$ cat src/rtl/ex_mem_flags_stage_if.sv
// EX/MEM boundary bundle: execute-stage inputs, stage controls and memory-stage outputs.
// The producer side (pipeline/hazard logic) is master; the stage register is slave.
interface ex_mem_flags_stage_if #(parameter int N = 64);
  logic         stall;
  logic         flush;
  logic         valid_E;
  logic         Branch_E;
  logic         bCondCheck_E;
  logic         setFlags_E;
  logic         MemRead_E;
  logic         MemWrite_E;
  logic         RegWrite_E;
  logic         MemtoReg_E;
  logic         zero_E;
  logic         negative_E;
  logic         overflow_E;
  logic         carry_E;
  logic [N-1:0] aluResult_E;
  logic [N-1:0] writeData_E;
  logic [4:0]   Rd_E;

  logic         valid_M;
  logic         Branch_M;
  logic         bCondCheck_M;
  logic         MemRead_M;
  logic         MemWrite_M;
  logic         RegWrite_M;
  logic         MemtoReg_M;
  logic         zero_M;
  logic         zero_flag;
  logic         negative;
  logic         overflow;
  logic         carry;
  logic [N-1:0] aluResult_M;
  logic [N-1:0] writeData_M;
  logic [4:0]   Rt_B_cond;
  logic [3:0]   nzcv_q;

  modport master (
    output stall, flush, valid_E, Branch_E, bCondCheck_E, setFlags_E,
           MemRead_E, MemWrite_E, RegWrite_E, MemtoReg_E,
           zero_E, negative_E, overflow_E, carry_E,
           aluResult_E, writeData_E, Rd_E,
    input  valid_M, Branch_M, bCondCheck_M, MemRead_M, MemWrite_M,
           RegWrite_M, MemtoReg_M, zero_M, zero_flag, negative, overflow,
           carry, aluResult_M, writeData_M, Rt_B_cond, nzcv_q
  );

  modport slave (
    input  stall, flush, valid_E, Branch_E, bCondCheck_E, setFlags_E,
           MemRead_E, MemWrite_E, RegWrite_E, MemtoReg_E,
           zero_E, negative_E, overflow_E, carry_E,
           aluResult_E, writeData_E, Rd_E,
    output valid_M, Branch_M, bCondCheck_M, MemRead_M, MemWrite_M,
           RegWrite_M, MemtoReg_M, zero_M, zero_flag, negative, overflow,
           carry, aluResult_M, writeData_M, Rt_B_cond, nzcv_q
  );
endinterface

$ cat src/rtl/ex_mem_flags_stage.sv
// EX/MEM pipeline register that also owns the architectural NZCV flags, so a
// B.cond reaching MEM sees the flags of the youngest older flag setter.
module ex_mem_flags_stage #(
  parameter int N = 64
) (
  input logic                  clk,
  input logic                  reset,
  ex_mem_flags_stage_if.slave  bus
);

  // {valid, Branch, bCondCheck, MemRead, MemWrite, RegWrite, MemtoReg}
  logic [6:0]   ctrl_q;
  logic         zero_q;
  logic [3:0]   pres_q;
  logic [3:0]   nzcv_r;
  logic [N-1:0] alu_q;
  logic [N-1:0] wdata_q;
  logic [4:0]   rt_q;

  logic         flag_upd;
  logic [3:0]   eff_flags;

  // Flag order everywhere is {N, Z, C, V}.
  always_comb begin
    flag_upd  = bus.valid_E & bus.setFlags_E;
    eff_flags = nzcv_r;
    if (flag_upd)
      eff_flags = {bus.negative_E, bus.zero_E, bus.carry_E, bus.overflow_E};
  end

  always_ff @(posedge clk) begin
    if (reset) begin
      ctrl_q  <= '0;
      zero_q  <= 1'b0;
      pres_q  <= '0;
      nzcv_r  <= '0;
      alu_q   <= '0;
      wdata_q <= '0;
      rt_q    <= '0;
    end else if (bus.flush) begin
      // Bubble: kill controls only; flags and data fields are don't-care.
      ctrl_q <= '0;
    end else if (!bus.stall) begin
      ctrl_q  <= bus.valid_E ? {1'b1, bus.Branch_E, bus.bCondCheck_E, bus.MemRead_E,
                                bus.MemWrite_E, bus.RegWrite_E, bus.MemtoReg_E}
                             : 7'b0;
      zero_q  <= bus.zero_E;
      pres_q  <= eff_flags;
      nzcv_r  <= eff_flags;
      alu_q   <= bus.aluResult_E;
      wdata_q <= bus.writeData_E;
      rt_q    <= bus.Rd_E;
    end
  end

  assign bus.valid_M      = ctrl_q[6];
  assign bus.Branch_M     = ctrl_q[5];
  assign bus.bCondCheck_M = ctrl_q[4];
  assign bus.MemRead_M    = ctrl_q[3];
  assign bus.MemWrite_M   = ctrl_q[2];
  assign bus.RegWrite_M   = ctrl_q[1];
  assign bus.MemtoReg_M   = ctrl_q[0];
  assign bus.zero_M       = zero_q;
  assign bus.negative     = pres_q[3];
  assign bus.zero_flag    = pres_q[2];
  assign bus.carry        = pres_q[1];
  assign bus.overflow     = pres_q[0];
  assign bus.aluResult_M  = alu_q;
  assign bus.writeData_M  = wdata_q;
  assign bus.Rt_B_cond    = rt_q;
  assign bus.nzcv_q       = nzcv_r;

endmodule

$ cat src/flat_wrapper.sv
// flat-port wrapper written by rule: the top's interface ports become plain ports
module ex_mem_flags_stage_flat 
#(
  parameter int N = 64
)
  (clk, reset, bus_stall, bus_flush, bus_valid_E, bus_Branch_E, bus_bCondCheck_E, bus_setFlags_E, bus_MemRead_E, bus_MemWrite_E, bus_RegWrite_E, bus_MemtoReg_E, bus_zero_E, bus_negative_E, bus_overflow_E, bus_carry_E, bus_aluResult_E, bus_writeData_E, bus_Rd_E, bus_valid_M, bus_Branch_M, bus_bCondCheck_M, bus_MemRead_M, bus_MemWrite_M, bus_RegWrite_M, bus_MemtoReg_M, bus_zero_M, bus_zero_flag, bus_negative, bus_overflow, bus_carry, bus_aluResult_M, bus_writeData_M, bus_Rt_B_cond, bus_nzcv_q);
  ex_mem_flags_stage_if #(.N(N)) bus_i ();
  input logic clk;
  input logic reset;
  input wire logic [$bits(bus_i.stall)-1:0] bus_stall;
  input wire logic [$bits(bus_i.flush)-1:0] bus_flush;
  input wire logic [$bits(bus_i.valid_E)-1:0] bus_valid_E;
  input wire logic [$bits(bus_i.Branch_E)-1:0] bus_Branch_E;
  input wire logic [$bits(bus_i.bCondCheck_E)-1:0] bus_bCondCheck_E;
  input wire logic [$bits(bus_i.setFlags_E)-1:0] bus_setFlags_E;
  input wire logic [$bits(bus_i.MemRead_E)-1:0] bus_MemRead_E;
  input wire logic [$bits(bus_i.MemWrite_E)-1:0] bus_MemWrite_E;
  input wire logic [$bits(bus_i.RegWrite_E)-1:0] bus_RegWrite_E;
  input wire logic [$bits(bus_i.MemtoReg_E)-1:0] bus_MemtoReg_E;
  input wire logic [$bits(bus_i.zero_E)-1:0] bus_zero_E;
  input wire logic [$bits(bus_i.negative_E)-1:0] bus_negative_E;
  input wire logic [$bits(bus_i.overflow_E)-1:0] bus_overflow_E;
  input wire logic [$bits(bus_i.carry_E)-1:0] bus_carry_E;
  input wire logic [$bits(bus_i.aluResult_E)-1:0] bus_aluResult_E;
  input wire logic [$bits(bus_i.writeData_E)-1:0] bus_writeData_E;
  input wire logic [$bits(bus_i.Rd_E)-1:0] bus_Rd_E;
  output wire logic [$bits(bus_i.valid_M)-1:0] bus_valid_M;
  output wire logic [$bits(bus_i.Branch_M)-1:0] bus_Branch_M;
  output wire logic [$bits(bus_i.bCondCheck_M)-1:0] bus_bCondCheck_M;
  output wire logic [$bits(bus_i.MemRead_M)-1:0] bus_MemRead_M;
  output wire logic [$bits(bus_i.MemWrite_M)-1:0] bus_MemWrite_M;
  output wire logic [$bits(bus_i.RegWrite_M)-1:0] bus_RegWrite_M;
  output wire logic [$bits(bus_i.MemtoReg_M)-1:0] bus_MemtoReg_M;
  output wire logic [$bits(bus_i.zero_M)-1:0] bus_zero_M;
  output wire logic [$bits(bus_i.zero_flag)-1:0] bus_zero_flag;
  output wire logic [$bits(bus_i.negative)-1:0] bus_negative;
  output wire logic [$bits(bus_i.overflow)-1:0] bus_overflow;
  output wire logic [$bits(bus_i.carry)-1:0] bus_carry;
  output wire logic [$bits(bus_i.aluResult_M)-1:0] bus_aluResult_M;
  output wire logic [$bits(bus_i.writeData_M)-1:0] bus_writeData_M;
  output wire logic [$bits(bus_i.Rt_B_cond)-1:0] bus_Rt_B_cond;
  output wire logic [$bits(bus_i.nzcv_q)-1:0] bus_nzcv_q;
  assign bus_i.stall = bus_stall;
  assign bus_i.flush = bus_flush;
  assign bus_i.valid_E = bus_valid_E;
  assign bus_i.Branch_E = bus_Branch_E;
  assign bus_i.bCondCheck_E = bus_bCondCheck_E;
  assign bus_i.setFlags_E = bus_setFlags_E;
  assign bus_i.MemRead_E = bus_MemRead_E;
  assign bus_i.MemWrite_E = bus_MemWrite_E;
  assign bus_i.RegWrite_E = bus_RegWrite_E;
  assign bus_i.MemtoReg_E = bus_MemtoReg_E;
  assign bus_i.zero_E = bus_zero_E;
  assign bus_i.negative_E = bus_negative_E;
  assign bus_i.overflow_E = bus_overflow_E;
  assign bus_i.carry_E = bus_carry_E;
  assign bus_i.aluResult_E = bus_aluResult_E;
  assign bus_i.writeData_E = bus_writeData_E;
  assign bus_i.Rd_E = bus_Rd_E;
  assign bus_valid_M = bus_i.valid_M;
  assign bus_Branch_M = bus_i.Branch_M;
  assign bus_bCondCheck_M = bus_i.bCondCheck_M;
  assign bus_MemRead_M = bus_i.MemRead_M;
  assign bus_MemWrite_M = bus_i.MemWrite_M;
  assign bus_RegWrite_M = bus_i.RegWrite_M;
  assign bus_MemtoReg_M = bus_i.MemtoReg_M;
  assign bus_zero_M = bus_i.zero_M;
  assign bus_zero_flag = bus_i.zero_flag;
  assign bus_negative = bus_i.negative;
  assign bus_overflow = bus_i.overflow;
  assign bus_carry = bus_i.carry;
  assign bus_aluResult_M = bus_i.aluResult_M;
  assign bus_writeData_M = bus_i.writeData_M;
  assign bus_Rt_B_cond = bus_i.Rt_B_cond;
  assign bus_nzcv_q = bus_i.nzcv_q;
  ex_mem_flags_stage #(.N(N)) u_core (.clk(clk), .reset(reset), .bus(bus_i));
endmodule
$ cat config.mk
export PLATFORM = sky130hd
export DESIGN_NAME = ex_mem_flags_stage_flat
export DESIGN_NICKNAME = d
export VERILOG_FILES = /design/src/rtl/ex_mem_flags_stage_if.sv /design/src/rtl/ex_mem_flags_stage.sv /design/src/flat_wrapper.sv
export SDC_FILE = /design/constraint.sdc
export NUM_CORES = 1
export LEC_CHECK = 0
export CAP_MARGIN = 20
export CORE_AREA = 4 4 129 131
export CTS_BUF_LIST = sky130_fd_sc_hd__clkbuf_8
export CTS_CLUSTER_DIAMETER = 50
export DETAILED_ROUTE_END_ITERATION = 8
export DIE_AREA = 0 0 133 135
export PLACE_DENSITY_LB_ADDON = 0.1
export SYNTH_ARGS = -nofsm -noshare
export SYNTH_HDL_FRONTEND = slang
export SYNTH_SLANG_ARGS = --single-unit
$ cat constraint.sdc
create_clock -name clk -period 1.4 [get_ports clk]
set_input_delay 0.14 -clock clk [delete_from_list [all_inputs] [get_ports clk]]
set_output_delay 0.14 -clock clk [all_outputs]
set_load 0.005 [all_outputs]
==> results of run 1 <==
-- power breakdown --
group / internal (mW) / switching [mW]
sequential: 4.31 / 0.0785
clock: 2.32 / 1.57
combinational: 0.812 / 0.566
total: 7.44 / 2.22
-- flip-flops by register name, indices dropped and copies added (netlist names) --
signal	cells
u_core.bus.aluResult_M	64
u_core.bus.writeData_M	64
u_core.ctrl_q	7
u_core.bus.Rt_B_cond	5
u_core.pres_q	4
u_core.bus.zero_M	1
-- layout by cell type, fill, tap and decap left out, types with 3 or more instances in the layout --
master / n
sky130_fd_sc_hd__dlygate4sd2_1: 149
sky130_fd_sc_hd__clkdlybuf4s50_1: 145
sky130_fd_sc_hd__a21oi_1: 140
sky130_fd_sc_hd__or3b_1: 134
sky130_fd_sc_hd__dfxtp_1: 126
sky130_fd_sc_hd__o21ai_0: 82
sky130_fd_sc_hd__o21ai_1: 52
sky130_fd_sc_hd__dfxtp_2: 19
sky130_fd_sc_hd__clkbuf_8: 18
sky130_fd_sc_hd__buf_4: 12
sky130_fd_sc_hd__buf_12: 12
sky130_fd_sc_hd__nand2b_1: 8
sky130_fd_sc_hd__nand2_1: 6
sky130_fd_sc_hd__nand3b_1: 6
sky130_fd_sc_hd__bufinv_16: 6
sky130_fd_sc_hd__mux2i_1: 5
sky130_fd_sc_hd__clkinv_2: 3
-- per-layer routing --
layer	routed length (um)	part of all wire, %	global-route usage (%)
met1	7796	41	24.25
met2	9319	49	34.09
met3	1618	8.5	7.340
met4	371	1.9	7.852
met5	0	0	0
-- layout make-up --
cell class / instances / area, um^2
Clock inverter: 13 / 217.7
Clock buffer: 18 / 247.7
Sequential cell: 145 / 2927
Fill cell: 1422 / 6083
Timing Repair Buffer: 321 / 3119
Multi-Input combinational cell: 436 / 2733
Tap cell: 216 / 270.3
-- path summary, 6_finish.rpt --
path | startpoint | endpoint | cells past startpoint
setup / recovery | u_core.pres_q[2] | bus_nzcv_q[2] | 2
hold / removal | bus_flush | u_core.bus.writeData_M[39] | 3
setup reg to reg | u_core.pres_q[2] | u_core.pres_q[2] | 3
hold reg to reg | u_core.ctrl_q[0] | u_core.ctrl_q[0] | 2
-- worst reg2reg max path, stage by stage (launching register included) --
cell	delay [ps]
sky130_fd_sc_hd__dfxtp_2	350
sky130_fd_sc_hd__buf_4	120
sky130_fd_sc_hd__nand2b_1	60
sky130_fd_sc_hd__mux2i_1	140
-- what timing repair did --
| item | in CTS | in global routing |
|---|---|---|
| hold buffers | 1 | 0 |
| resized for setup | 168 | 0 |
| endpoints found under the setup margin | 149 | 0 |
| hold endpoints to repair | 2 | 0 |
| setup buffers | 3 | 0 |
-- cell families after synthesis --
logic type,after synthesis,synth area share [%]
multiplexers,5,0.8238
AND/OR/NAND/NOR,157,21.58
AO/OA/AOI/OAI,274,22.57
buffers and inverters,84,7.249
flip-flops,145,47.78
-- metrics by stage --
step	utilization, %	power (mW)
after CTS	61.00	9.761
after floorplan	-	5.058
after global routing	61.00	10.06
final	61.00	9.657
after detailed placement	58.85	5.989
after global placement	58.85	5.947
==> impl_results.html, run 1 <==
<table>
<tr><th>Metric</th><th>Value</th></tr>
<tr><th colspan="2">Clock network</th></tr>
<tr><td>Max H-tree Level</td><td>4</td></tr>
<tr><td>Reg clk slew, reported paths</td><td>80 ps</td></tr>
<tr><td>Clock buffer depth</td><td>2</td></tr>
<tr><td>Cell at the root of the clock tree</td><td>sky130_fd_sc_hd__clkbuf_8</td></tr>
<tr><td>CTS tree</td><td>built</td></tr>
<tr><td>Clock Latency Late Sink</td><td>about 430 ps</td></tr>
<tr><td>Clock sink count</td><td>145</td></tr>
<tr><td>Num CTS Buffers</td><td>17</td></tr>
<tr><th colspan="2">Logic synthesis</th></tr>
<tr><td>Async S/R FF share, synth</td><td>0%</td></tr>
<tr><td>Mean area per synthesized cell</td><td>9.137 um^2</td></tr>
<tr><td>Largest cells by area after synthesis</td><td>sky130_fd_sc_hd__dfxtp_1 (48%), sky130_fd_sc_hd__or3b_1 (19%), sky130_fd_sc_hd__a21oi_1 (12%)</td></tr>
<tr><td>EDFF count, synth</td><td>0</td></tr>
<tr><td>Most common cell in the netlist</td><td>sky130_fd_sc_hd__dfxtp_1</td></tr>
<tr><td>Commonest cells in the synthesized netlist</td><td>sky130_fd_sc_hd__dfxtp_1 (145), sky130_fd_sc_hd__a21oi_1 (140), sky130_fd_sc_hd__or3b_1 (134)</td></tr>
<tr><td>Fraction of post-synthesis cell area in the top cell type by area</td><td>47.78%</td></tr>
<tr><td>Synth Warn #</td><td>0</td></tr>
<tr><td>Netlist area before placement</td><td>6076 um^2</td></tr>
<tr><td>Number of register bits inferred by synthesis</td><td>around 150</td></tr>
<tr><td>Net count after synthesis</td><td>814</td></tr>
<tr><td>Top flip-flop cell by instance count after synthesis</td><td>sky130_fd_sc_hd__dfxtp_1</td></tr>
<tr><td>Gate count of the mapped netlist</td><td>about 670</td></tr>
<tr><td>Sequential-to-total area share from yosys stat</td><td>47.78%</td></tr>
<tr><td>Number of distinct library cell variants in the gate-level netlist after synthesis</td><td>19</td></tr>
<tr><td>Cell taking the most area after synthesis</td><td>sky130_fd_sc_hd__dfxtp_1</td></tr>
<tr><th colspan="2">Global route</th></tr>
<tr><td>Global-route usage over all layers</td><td>20.47%</td></tr>
<tr><td>Antenna violations before repair</td><td>0</td></tr>
<tr><td>Global-route wire length before repair</td><td>29520 um</td></tr>
<tr><td>Grt total ovfl</td><td>0</td></tr>
<tr><td>Maximum number of pins on one net before global-route repair</td><td>63</td></tr>
<tr><td>Number of global-route vias before repair</td><td>5640</td></tr>
<tr><th colspan="2">Timing</th></tr>
<tr><td>Clock Skews</td><td>0 ps</td></tr>
<tr><td>Setup-violating endpoint count in the final report</td><td>0</td></tr>
<tr><td>Transition time at the pin with the least slew margin</td><td>446.8 ps</td></tr>
<tr><td>Post-layout minimum cycle time</td><td>1324 ps</td></tr>
<tr><td>Count of pins over their slew limit</td><td>0</td></tr>
<tr><td>Worst rel slew slack</td><td>70.21%</td></tr>
<tr><td>Smallest setup slack after layout</td><td>76.45 ps</td></tr>
<tr><td>RSZ-0062 raised after global routing</td><td>no</td></tr>
<tr><td>FMAX</td><td>755.5 MHz</td></tr>
<tr><td>Post-route clock period utilization</td><td>~95%</td></tr>
<tr><td>Setup TNS</td><td>0 ps</td></tr>
<tr><td>WHS</td><td>around 190 ps</td></tr>
<tr><td>Final hold violation count</td><td>0</td></tr>
<tr><th colspan="2">Drt</th></tr>
<tr><td>Vias</td><td>5882</td></tr>
<tr><td>Detailed-route wire length per cell</td><td>16.63 um</td></tr>
<tr><td>Routed wire length</td><td>19110 um</td></tr>
<tr><td>Vias per cell</td><td>a little over 5</td></tr>
<tr><td>DRC</td><td>0</td></tr>
<tr><td>Antenna-violating nets left</td><td>0</td></tr>
<tr><td>DR iter-0 viols</td><td>273</td></tr>
<tr><td>Router iterations before antenna repair</td><td>4</td></tr>
<tr><th colspan="2">Placed design</th></tr>
<tr><td>Input/output buffers</td><td>297</td></tr>
<tr><td>Setup slack after placement</td><td>between 20 and 25 ps</td></tr>
<tr><td>Post-placement cell area</td><td>9179 um^2</td></tr>
<tr><td>HPWL Detailed</td><td>roughly 14000 um</td></tr>
<tr><td>Final estimated routing congestion in global placement</td><td>0.7700</td></tr>
<tr><td>Placed cell count</td><td>1114</td></tr>
<tr><th colspan="2">Floorplanning</th></tr>
<tr><td>I/O Pins</td><td>roughly 300</td></tr>
<tr><td>Core Region</td><td>roughly 16000 um^2</td></tr>
<tr><td>Initial core utilization</td><td>38.95%</td></tr>
<tr><td>Height of the die</td><td>135 um</td></tr>
<tr><td>Die area</td><td>17960 um^2</td></tr>
<tr><td>Number of cell rows</td><td>46</td></tr>
<tr><td>Die Wd</td><td>between 100 and 150 um</td></tr>
<tr><th colspan="2">Layout</th></tr>
<tr><td>Non-filler cells, final</td><td>1149</td></tr>
<tr><td>Nets@finish</td><td>between 1k and 1.5k</td></tr>
<tr><td>Area Overhead vs Synth</td><td>56.59%</td></tr>
<tr><td>Fraction of final layout cells with drive strength greater than 1</td><td>7.931%</td></tr>
<tr><td>Finished Cell Area</td><td>9514 um^2</td></tr>
<tr><td>Antenna Cells</td><td>0</td></tr>
<tr><th colspan="2">Power and ir drop</th></tr>
<tr><td>Worst VDD drop</td><td>498.1 uV</td></tr>
<tr><td>Leakage power summed over all cells</td><td>4.002 nW</td></tr>
<tr><td>P per Cell Area</td><td>1015 nW/um^2</td></tr>
<tr><th colspan="2">Setup path</th></tr>
<tr><td>Arrival time worst endpoint</td><td>1180 ps</td></tr>
<tr><td>Crit path cell chain</td><td>buf_4 -&gt; dlygate4sd2_1</td></tr>
<tr><td>Kind of critical path</td><td>reg2out</td></tr>
<tr><td>Worst path bufs/invs</td><td>2</td></tr>
<tr><td>Critical path data required time</td><td>1260 ps</td></tr>
<tr><td>Cell family with most CP delay</td><td>buffers and inverters</td></tr>
<tr><td>Crit path largest cell delay</td><td>340 ps</td></tr>
<tr><td>Category of the worst setup path launch point</td><td>flip-flop</td></tr>
<tr><td>CP max FO</td><td>2</td></tr>
<tr><td>Cell with the largest stage delay on the worst path</td><td>sky130_fd_sc_hd__dfxtp_2</td></tr>
<tr><td>Kind of end point of the critical path</td><td>primary output</td></tr>
<tr><td>R2R setup slack</td><td>650 ps</td></tr>
<tr><th colspan="2">Run status</th></tr>
<tr><td>Result of the run</td><td>completed</td></tr>
<tr><th colspan="2">Run</th></tr>
<tr><td>Max-cap violations</td><td>0</td></tr>
<tr><th colspan="2">Min path</th></tr>
<tr><td>Worst hold path class</td><td>in2reg</td></tr>
</table>
Power figures use the tool's default switching activity.
==> run 2: changes to the inputs <==
- ABC_CLOCK_PERIOD_IN_PS: not set -> 1400
- PLACE_DENSITY: not set -> 0.78
- PLACE_DENSITY_LB_ADDON: 0.1 -> not set
==> run 2 against run 1 <==
Register-to-register slack better by 60 ps. Critical path depth unchanged. Non-clock buffer count up 5. Power down 3.5%. Routed wire length down 6.6%. Die area unchanged. Sequential power about the same.
==> impl_results.html, run 2 (same netlist as run 1, synthesis figures left out) <==
<table>
<tr><th>Metric</th><th>Value</th></tr>
<tr><th colspan="2">Placed design</th></tr>
<tr><td>Placed cell count</td><td>1122 (was 1114)</td></tr>
<tr><td>Setup slack after placement</td><td>-167.9 ps (was 24.82 ps)</td></tr>
<tr><td>HPWL Detailed</td><td>12580 um (was 13610 um)</td></tr>
<tr><td>Input/output buffers</td><td>297 (unchanged)</td></tr>
<tr><td>Final estimated routing congestion in global placement</td><td>0.7750 (was 0.7700)</td></tr>
<tr><th colspan="2">Floorplanning</th></tr>
<tr><td>I/O Pins</td><td>298 (unchanged)</td></tr>
<tr><td>Die Wd</td><td>133 um (unchanged)</td></tr>
<tr><td>Core Region</td><td>15600 um^2 (unchanged)</td></tr>
<tr><td>Initial core utilization</td><td>38.95% (unchanged)</td></tr>
<tr><td>Number of cell rows</td><td>46 (unchanged)</td></tr>
<tr><td>Height of the die</td><td>135 um (unchanged)</td></tr>
<tr><td>Die area</td><td>17960 um^2 (unchanged)</td></tr>
<tr><th colspan="2">Layout</th></tr>
<tr><td>Fillcell total</td><td>1451 (was 1422)</td></tr>
<tr><td>Most used cells in the layout excluding fill and tap cells</td><td>sky130_fd_sc_hd__dlygate4sd2_1 (149), sky130_fd_sc_hd__clkdlybuf4s50_1 (145), sky130_fd_sc_hd__a21oi_1 (140), sky130_fd_sc_hd__or3b_1 (134), sky130_fd_sc_hd__dfxtp_1 (122) (was sky130_fd_sc_hd__dlygate4sd2_1 (149), sky130_fd_sc_hd__clkdlybuf4s50_1 (145), sky130_fd_sc_hd__a21oi_1 (140), sky130_fd_sc_hd__or3b_1 (134), sky130_fd_sc_hd__dfxtp_1 (126))</td></tr>
<tr><td>Area Overhead vs Synth</td><td>55.95% (was 56.59%)</td></tr>
<tr><td>Antenna Cells</td><td>0 (unchanged)</td></tr>
<tr><td>Non-filler cells, final</td><td>1154 (was 1149)</td></tr>
<tr><td>Most common library cell in the layout ignoring fill and taps</td><td>sky130_fd_sc_hd__dlygate4sd2_1 (unchanged)</td></tr>
<tr><td>Nets@finish</td><td>1075 (was 1070)</td></tr>
<tr><td>Fraction of final layout cells with drive strength greater than 1</td><td>8.955% (was 7.931%)</td></tr>
<tr><th colspan="2">Drt</th></tr>
<tr><td>Highest routing layer actually used</td><td>met4 (unchanged)</td></tr>
<tr><td>Met2 routed WL</td><td>8376 um (was 9319 um)</td></tr>
<tr><td>Detailed-route wire length per cell</td><td>15.46 um (was 16.63 um)</td></tr>
<tr><td>Vias</td><td>5766 (was 5882)</td></tr>
<tr><td>Routed wire length</td><td>17840 um (was 19110 um)</td></tr>
<tr><td>Vias per cell</td><td>4.997 (was 5.119)</td></tr>
<tr><td>Met3 Wirelength</td><td>1550 um (was 1618 um)</td></tr>
<tr><td>DRC</td><td>0 (unchanged)</td></tr>
<tr><td>Router iterations before antenna repair</td><td>4 (unchanged)</td></tr>
<tr><td>DR iter-0 viols</td><td>272 (was 273)</td></tr>
<tr><td>Antenna-violating nets left</td><td>0 (unchanged)</td></tr>
<tr><td>Total routed wire length on the met1 layer</td><td>7463 um (was 7796 um)</td></tr>
<tr><th colspan="2">Timing</th></tr>
<tr><td>WHS</td><td>67.07 ps (was 187.4 ps)</td></tr>
<tr><td>FMAX</td><td>769.7 MHz (was 755.5 MHz)</td></tr>
<tr><td>Smallest setup slack after layout</td><td>100.9 ps (was 76.45 ps)</td></tr>
<tr><td>RSZ-0062 raised after global routing</td><td>no (unchanged)</td></tr>
<tr><td>Post-route clock period utilization</td><td>92.80% (was 94.54%)</td></tr>
<tr><td>Setup-violating endpoint count in the final report</td><td>0 (unchanged)</td></tr>
<tr><td>Post-layout minimum cycle time</td><td>1299 ps (was 1324 ps)</td></tr>
<tr><td>Transition time at the pin with the least slew margin</td><td>438.9 ps (was 446.8 ps)</td></tr>
<tr><td>Count of pins over their slew limit</td><td>0 (unchanged)</td></tr>
<tr><td>Clock Skews</td><td>0 ps (unchanged)</td></tr>
<tr><td>Final hold violation count</td><td>0 (unchanged)</td></tr>
<tr><td>Worst rel slew slack</td><td>70.74% (was 70.21%)</td></tr>
<tr><th colspan="2">Global route</th></tr>
<tr><td>Global-route wire length before repair</td><td>27670 um (was 29520 um)</td></tr>
<tr><td>Global-route usage over all layers</td><td>19.04% (was 20.47%)</td></tr>
<tr><td>Grt total ovfl</td><td>0 (unchanged)</td></tr>
<tr><td>Maximum number of pins on one net before global-route repair</td><td>73 (was 63)</td></tr>
<tr><td>Antenna violations before repair</td><td>0 (unchanged)</td></tr>
<tr><td>Number of global-route vias before repair</td><td>5384 (was 5640)</td></tr>
<tr><th colspan="2">Power and ir drop</th></tr>
<tr><td>P per Cell Area</td><td>983.4 nW/um^2 (was 1015 nW/um^2)</td></tr>
<tr><td>Leakage power summed over all cells</td><td>3.992 nW (was 4.002 nW)</td></tr>
<tr><td>Pwr Total</td><td>9.318 mW (was 9.657 mW)</td></tr>
<tr><td>Worst VDD drop</td><td>641.0 uV (was 498.1 uV)</td></tr>
<tr><th colspan="2">Setup path</th></tr>
<tr><td>R2R setup slack</td><td>710 ps (was 650 ps)</td></tr>
<tr><td>Critical path data required time</td><td>1260 ps (about the same)</td></tr>
<tr><td>Worst path bufs/invs</td><td>2 (unchanged)</td></tr>
<tr><td>Category of the worst setup path launch point</td><td>flip-flop (unchanged)</td></tr>
<tr><td>CP max FO</td><td>2 (unchanged)</td></tr>
<tr><td>Kind of critical path</td><td>reg2out (unchanged)</td></tr>
<tr><td>Arrival time worst endpoint</td><td>1160 ps (was 1180 ps)</td></tr>
<tr><td>Crit path cell chain</td><td>buf_4 -&gt; dlygate4sd2_1 (unchanged)</td></tr>
<tr><td>Startpoint of the worst register-to-register path</td><td>u_core.pres_q[3] (was u_core.pres_q[2])</td></tr>
<tr><td>Length in cells of the worst reg-to-reg path</td><td>3 (unchanged)</td></tr>
<tr><td>Reg2reg end</td><td>u_core.pres_q[3] (was u_core.pres_q[2])</td></tr>
<tr><td>Cell family with most CP delay</td><td>buffers and inverters (unchanged)</td></tr>
<tr><td>Crit path largest cell delay</td><td>330 ps (was 340 ps)</td></tr>
<tr><td>Cell with the largest stage delay on the worst path</td><td>sky130_fd_sc_hd__dfxtp_2 (unchanged)</td></tr>
<tr><td>Kind of end point of the critical path</td><td>primary output (unchanged)</td></tr>
<tr><th colspan="2">Min path</th></tr>
<tr><td>Worst hold path class</td><td>in2reg (unchanged)</td></tr>
<tr><td>Cell depth of the worst hold path</td><td>3 (unchanged)</td></tr>
<tr><td>Hold worst-path end</td><td>u_core.pres_q[2] (was u_core.bus.writeData_M[39])</td></tr>
<tr><td>Startpoint of the worst hold path</td><td>reset (was bus_flush)</td></tr>
<tr><th colspan="2">Clock network</th></tr>
<tr><td>Reg clk slew, reported paths</td><td>80 ps (about the same)</td></tr>
<tr><td>CTS tree</td><td>built (unchanged)</td></tr>
<tr><td>Clock buffer depth</td><td>2 (unchanged)</td></tr>
<tr><td>Cell at the root of the clock tree</td><td>sky130_fd_sc_hd__clkbuf_8 (unchanged)</td></tr>
<tr><td>Max H-tree Level</td><td>4 (unchanged)</td></tr>
<tr><td>Clock Latency Late Sink</td><td>440 ps (was 430 ps)</td></tr>
<tr><td>Num CTS Buffers</td><td>17 (unchanged)</td></tr>
<tr><td>Clock sink count</td><td>145 (unchanged)</td></tr>
<tr><th colspan="2">Run status</th></tr>
<tr><td>Result of the run</td><td>completed (unchanged)</td></tr>
<tr><th colspan="2">Run</th></tr>
<tr><td>Max-cap violations</td><td>0 (unchanged)</td></tr>
</table>
[run 2: area by class of cell]
| cell class | count | area [um^2] | share of cell area, % |
|---|---|---|---|
| Timing Repair Buffer | 326 | 3117 | 32.89 |
| Sequential cell | 145 | 2934 | 30.97 |
| Multi-Input combinational cell | 436 | 2733 | 28.84 |
| Tap cell | 216 | 270.3 | 2.852 |
| Clock buffer | 17 | 234.0 | 2.469 |
| Clock inverter | 14 | 187.7 | 1.981 |
[run 2: what timing repair did]
action	in CTS	in global routing
hold endpoints to repair	0	0
resized for setup	173	0
endpoints found under the setup margin	149	0
setup buffers	1	0
hold buffers	0	0
[run 2: how the worst max path moves through the flow]
stage | end | slack [ps] | from | cells after the start
6_report | bus_negative | 100 | u_core.pres_q[3] | 2
5_1_grt | bus_negative | 30 | u_core.pres_q[3] | 2
4_1_cts | bus_negative | 60 | u_core.pres_q[3] | 2
3_5_place_dp | u_core.pres_q[3] | -170 | bus_valid_E | 4
3_3_place_gp | u_core.pres_q[3] | -150 | bus_valid_E | 4
2_1_floorplan | u_core.bus.aluResult_M[42] | 380 | bus_flush | 5
[run 2: tightest hold or removal path, stage by stage]
cell and delay, ps:
sky130_fd_sc_hd__buf_4 130, sky130_fd_sc_hd__nand2b_1 130, sky130_fd_sc_hd__mux2i_1 70
[run 2: stage by stage]
| step | utilization (%) | TNS [ps] | cell area [um^2] |
|---|---|---|---|
| 4_1_cts | 60.75 | 0 | 9475 |
| 2_1_floorplan | - | 0 | 6076 |
| 6_report | 60.75 | 0 | 9475 |
| 5_1_grt | 60.75 | 0 | 9475 |
| 3_5_place_dp | 58.99 | -656.9 | 9201 |
| 3_3_place_gp | 58.99 | -559.7 | 9201 |
[run 2: where the power goes]
group | leakage (nW) | total (mW) | switching, mW | internal [mW]
registers | 1.20 | 4.38 | 0.0748 | 4.31
clock network | 0.215 | 3.57 | 1.64 | 1.93
logic | 2.58 | 1.36 | 0.550 | 0.811
total | 3.99 | 9.32 | 2.27 | 7.05
[run 2: layer usage]
metal | up-vias | global-route usage (%)
li1 | 2914 | -
met1 | 2605 | 22.77
met2 | 211 | 30.95
met3 | 36 | 7.154
met4 | 0 | 7.794
met5 | - | 0
